===== config.mk =====
export PLATFORM = sky130hd
export DESIGN_NAME = fetch_unit
export DESIGN_NICKNAME = d
export VERILOG_FILES = /design/src/rtl/fetch_unit.sv
export SDC_FILE = /design/constraint.sdc
export NUM_CORES = 1
export LEC_CHECK = 0
export BUFFER_PORTS_ARGS = -buffer_cell sky130_fd_sc_hd__buf_2
export CAP_MARGIN = 10
export CORE_UTILIZATION = 29
export CTS_CLUSTER_SIZE = 10
export DETAILED_ROUTE_END_ITERATION = 8
export PLACE_DENSITY = 0.45
export REMOVE_ABC_BUFFERS = 1
export SLEW_MARGIN = 30
export SYNTH_ARGS = -nofsm -noshare
export SYNTH_HDL_FRONTEND = slang
export SYNTH_SLANG_ARGS = --single-unit

===== constraint.sdc =====
create_clock -name clk -period 5.8 [get_ports clk]
set_input_delay 1.16 -clock clk [delete_from_list [all_inputs] [get_ports clk]]
set_output_delay 1.16 -clock clk [all_outputs]
set_load 0.1 [all_outputs]

===== src/rtl/fetch_unit.sv =====
// Fetch stage: owns the PC, issues imem word requests, buffers two {ir, pc} entries for decode.
// Latency: one cycle from an imem response to id_valid. Issue stalls when two requests are in flight or work ahead of decode reaches two.
module fetch_unit #(
    parameter logic [31:0] RESET_PC  = 32'h0000_0000,
    parameter logic [31:0] NOP_INSTR = 32'h0000_0013
) (
    input  logic        clk,
    input  logic        rst,
    output logic        imem_req_valid,
    input  logic        imem_req_ready,
    output logic [31:0] imem_req_addr,
    input  logic        imem_resp_valid,
    input  logic [31:0] imem_resp_data,
    input  logic        redirect_valid,
    input  logic [31:0] redirect_pc,
    output logic        id_valid,
    input  logic        id_ready,
    output logic [31:0] id_ir,
    output logic [31:0] id_pc,
    output logic [31:0] id_pc_plus4
);

    logic [31:0] fetch_pc_q, fetch_pc_d;
    logic [1:0]  live_cnt_q, live_cnt_d;
    logic [1:0]  stale_cnt_q, stale_cnt_d;
    logic [1:0]  buf_cnt_q, buf_cnt_d;
    logic        pcq_hd_q, pcq_hd_d;
    logic        buf_hd_q, buf_hd_d;
    logic [31:0] pcq_q    [2];
    logic [31:0] buf_ir_q [2];
    logic [31:0] buf_pc_q [2];

    logic [1:0]  inflight;
    logic [1:0]  ahead;
    logic        pop;
    logic        accept;
    logic        resp;
    logic        resp_live;
    logic        resp_stale;
    logic        buf_wr;
    logic        pcq_tail;
    logic        buf_tail;

    assign inflight = live_cnt_q + stale_cnt_q;
    assign ahead    = live_cnt_q + buf_cnt_q;

    assign id_valid    = (buf_cnt_q != 2'd0);
    assign id_ir       = buf_ir_q[buf_hd_q];
    assign id_pc       = buf_pc_q[buf_hd_q];
    assign id_pc_plus4 = buf_pc_q[buf_hd_q] + 32'd4;
    assign pop         = id_valid && id_ready;

    // A pop this cycle frees a buffer slot, so a full pipeline can still issue.
    assign imem_req_valid = !rst && (inflight < 2'd2) && ((ahead < 2'd2) || pop);
    assign imem_req_addr  = fetch_pc_q;
    assign accept         = imem_req_valid && imem_req_ready;

    // Responses with nothing outstanding belong to requests from before a reset.
    assign resp       = imem_resp_valid && (inflight != 2'd0);
    assign resp_stale = resp && (stale_cnt_q != 2'd0);
    assign resp_live  = resp && (stale_cnt_q == 2'd0);
    assign buf_wr     = resp_live && !redirect_valid;

    assign pcq_tail = pcq_hd_q ^ inflight[0];
    assign buf_tail = buf_hd_q ^ buf_cnt_q[0];

    always_comb begin
        fetch_pc_d  = fetch_pc_q;
        live_cnt_d  = live_cnt_q;
        stale_cnt_d = stale_cnt_q;
        buf_cnt_d   = buf_cnt_q;
        buf_hd_d    = buf_hd_q ^ pop;
        pcq_hd_d    = pcq_hd_q ^ resp;
        if (redirect_valid) begin
            fetch_pc_d  = {redirect_pc[31:2], 2'b00};
            live_cnt_d  = 2'd0;
            stale_cnt_d = inflight + {1'b0, accept} - {1'b0, resp};
            buf_cnt_d   = 2'd0;
        end else begin
            if (accept) begin
                fetch_pc_d = fetch_pc_q + 32'd4;
            end
            live_cnt_d  = live_cnt_q + {1'b0, accept} - {1'b0, resp_live};
            stale_cnt_d = stale_cnt_q - {1'b0, resp_stale};
            buf_cnt_d   = buf_cnt_q + {1'b0, resp_live} - {1'b0, pop};
        end
    end

    always_ff @(posedge clk) begin
        if (rst) begin
            fetch_pc_q  <= RESET_PC;
            live_cnt_q  <= 2'd0;
            stale_cnt_q <= 2'd0;
            buf_cnt_q   <= 2'd0;
            pcq_hd_q    <= 1'b0;
            buf_hd_q    <= 1'b0;
            for (int i = 0; i < 2; i++) begin
                pcq_q[i]    <= RESET_PC;
                buf_ir_q[i] <= NOP_INSTR;
                buf_pc_q[i] <= RESET_PC;
            end
        end else begin
            fetch_pc_q  <= fetch_pc_d;
            live_cnt_q  <= live_cnt_d;
            stale_cnt_q <= stale_cnt_d;
            buf_cnt_q   <= buf_cnt_d;
            pcq_hd_q    <= pcq_hd_d;
            buf_hd_q    <= buf_hd_d;
            if (accept) begin
                pcq_q[pcq_tail] <= fetch_pc_q;
            end
            if (buf_wr) begin
                buf_ir_q[buf_tail] <= imem_resp_data;
                buf_pc_q[buf_tail] <= pcq_q[pcq_hd_q];
            end
        end
    end

endmodule


==> summary.md <==
| Metric | Value |
|---|---|
| Number of CTS-inserted buffers | 27 |
| Routed wire length | approximately 29000 um |
| Yosys reg bits | 222 |
| Area leader, netlist | edfxtp_1 |
| R2R setup slack | around 2.5 ns |
| Pins Over Slew Limit | 0 |
| WS Path Type | reg -> out |
| Most frequent cells in the layout | buf_2, edfxtp_1, and3_1 |
| Bufs on Longest Clock Path | 3 |
| Tmin final | between 4 and 5 ns |
| Grt ovf | 0 |
| Area of the multi-input gates | between 0.004 and 0.005 mm2 |
| Max-Cap Viols | 0 |
| YS warnings | 0 |
| Most used DFF post-synth | edfxtp_1 |
| RSZ-0062 raised after global routing | no |
| Post-synth ARST share | 0 |
| DIE WIDTH | about 200 um |
| Power Density | 399 mW/mm2 |
| Global-route wire length before repair | around 44000 um |
| Synth top area cells | edfxtp_1, and3_1, dfxtp_1, mux2_2, mux2i_1 |
| Drt first-iter violations | ~370 |
| Slew margin rel. | 0.398 |
| CP max FO | 49 |
| I/O pins | 200 |
| F_max | slightly above 200 MHz |
| Vias | about 7500 |
| Outcome | completed |
| CP required | 4.64 ns |
| Ant diodes | 0 |
| Avg Vias per Cell | 4.79 |
| Wire per inst | 18.2 um |
| Hold depth | 2 |
| Post-synthesis cell area | 0.0109 mm2 |
| Residual DRC count | 0 |
| Seq/Total Area, Yosys | 0.576 |
| Hold EP | imem_req_addr[11] |
| Initial antenna violation count | 0 |
| Pre-CTS worst setup slack | roughly 1.4 ns |
| Worst hold start | imem_req_addr[11] |
| I/O Buffers | ~190 |
| Vias in the first global route | 7260 |
| Worst skew pair latency | around 0.53 ns |
| Maximum vdd ir drop | approximately 0.20 mV |
| GRT Total Usage | 0.147 |
| Antenna Violating Nets Remaining | 0 |
| Reg-to-reg critical path startpoint | buf_cnt_q[0] |
| Final Hold Viols | 0 |
| Core area | approximately 0.037 mm2 |
| Slowest-stage cell, CP | dfxtp_4 |
| Clock transition at path regs | 0.06 ns |
| Synth unique cells | 56 |
| Clk_skew | roughly 0.012 ns |
| CTS tree | yes |
| Initial core utilization | 0.296 |
| Largest net degree at the start of global routing | 63 |
| Fin cells | between 1500 and 2000 |
| Nets | 1167 |
| Post-CTS setup buffers | 0 |
| Rows | 70 |
| Worst-margin pin slew | 0.900 ns |
| Hold buffer count at cts | 0 |
| Resized cells post-CTS | 0 |
| Layout area overhead | 20.9% |
| Leak pwr | around 0.0054 uW |
| Synth Instances | 913 |
| Number of setup violations in the final report | 0 |
| Fraction of layout cells with a size suffix above 1 | 0.289 |
| Drt pass-1 iters | 4 |
| Leading cell type in the layout, fill and taps excluded | buf_2 |
| Worst hold-check path type | reg -> reg |
| Filler cells | around 3700 |
| GP Congestion | about 0.74 |
| Htree depth | 1 |
| Max incr delay on CP | approximately 0.74 ns |
| Startpoint types | flop |
| Post-synth top area share | 0.507 |
| Crit path cell chain | mux2i_1 > a221oi_1 > nand4_1 > a21oi_1 > xnor2_1 > buf_2 |
| EDFF count, synth | roughly 180 |
| Hpwl dp | ~19000 um |
| Reg area | around 0.0063 mm2 |
| Die area | about 0.038 mm2 |
| R2r worst-path depth | 12 |
| Clock net sink count | 222 |
| WP data arrival | roughly 3.7 ns |
| Setup ws final | ~0.98 ns |
| Worst r2r dst | stale_cnt_q[1] |
| Mean Syn Cell Area | 11.9 um2 |
| Die height | about 200 um |
| DP Cell Count | 1526 |
| Fin crit share | 0.831 |
| Crit path capture type | primary output |
| CTS root buf | clkbuf_16 |
-- routing by layer --
metal / track usage / vias to the layer above / routed length, um
li1: - / 3740 / -
met1: 0.207 / 3632 / 14000
met2: 0.240 / 149 / 13300
met3: 0.0203 / 24 / 1060
met4: 0.0295 / 0 / 346
met5: 0 / - / 0
-- area by class of cell --
class	count	share of cell area
Tap cell	468	0.0444
Inverter	30	0.00854
Clock inverter	5	0.00209
Clock buffer	45	0.0564
Timing Repair Buffer	212	0.0892
Multi-Input combinational cell	594	0.322
Sequential cell	222	0.477
-- report_power, final --
group,total [uW],internal (uW),switching [uW]
registers,2040,1920,120
logic,1730,363,1370
clock network,1490,867,625
-- registers in the layout, indices dropped and copies added, names as in the netlist, 2 cells and up --
register and count:
buf_ir_q 64, buf_pc_q 60, pcq_q 60, imem_req_addr 30, buf_cnt_q 2, live_cnt_q 2, stale_cnt_q 2
-- worst max-delay path by stage --
stage / start / endpoint / slack, ns / cells past startpoint
2_1_floorplan: buf_hd_q / id_pc_plus4[14] / -2.95 / 8
3_3_place_gp: buf_hd_q / id_pc_plus4[25] / 1.50 / 6
3_5_place_dp: buf_hd_q / id_pc_plus4[31] / 1.44 / 6
4_1_cts: buf_hd_q / id_pc_plus4[31] / 0.87 / 6
5_1_grt: buf_hd_q / id_pc_plus4[25] / 0.61 / 6
6_report: buf_hd_q / id_pc_plus4[23] / 0.98 / 6
-- synthesized netlist by cell type (2+ instances only) --
cell and instances:
edfxtp_1 184, and3_1 123, nor2_1 101, mux2_2 50
mux2i_1 41, clkbuf_1 39, dfxtp_1 38, xnor2_1 30
inv_1 29, nand2_1 25, nand3_1 21, xor2_1 18
buf_2 16, nand4_1 16, o21ai_0 14, nor3_1 13
or3_1 13, a211oi_1 12, buf_4 11, a311oi_1 10
and2_1 10, ha_1 10, nand3b_1 10, a21oi_1 8
and4_1 7, a2111oi_0 6, a211o_1 6, o2111a_1 6
a2111oi_2 5, a221oi_1 5, buf_1 4, nor2b_1 4
a211oi_4 3, a21o_1 2, a311o_1 2
-- worst max-delay path, delay by kind of cell, from the launching register on --
family | cells | cell delay [ns]
buf+inv | 1 | 0.47
flops | 1 | 0.74
xor+xnor | 1 | 0.18
simple gates | 1 | 0.54
compound gates | 2 | 0.89
mux | 1 | 0.32
-- logic make-up after synthesis --
| logic type | after synthesis | share of synthesized area |
|---|---|---|
| simple gates | 349 | 0.171 |
| compound gates | 89 | 0.0702 |
| flops | 222 | 0.576 |
| mux | 92 | 0.0906 |
| fa+ha+maj | 10 | 0.0115 |
| other cells | 1 | 0.000344 |
| xor+xnor | 48 | 0.0385 |
| buf+inv | 102 | 0.0415 |
-- metrics by stage --
step	util	total power, uW	TNS [ns]	area, um2	hold slack, ns
5_1_grt	0.359	5490	0	13200	0.610
2_1_floorplan	-	3350	-144.91	10600	0.551
4_1_cts	0.358	5330	0	13200	0.568
3_3_place_gp	0.337	3820	0	12400	0.541
6_report	0.359	5260	0	13200	0.570
3_5_place_dp	0.337	3820	0	12400	0.559
(Power assumes the default switching activity.)
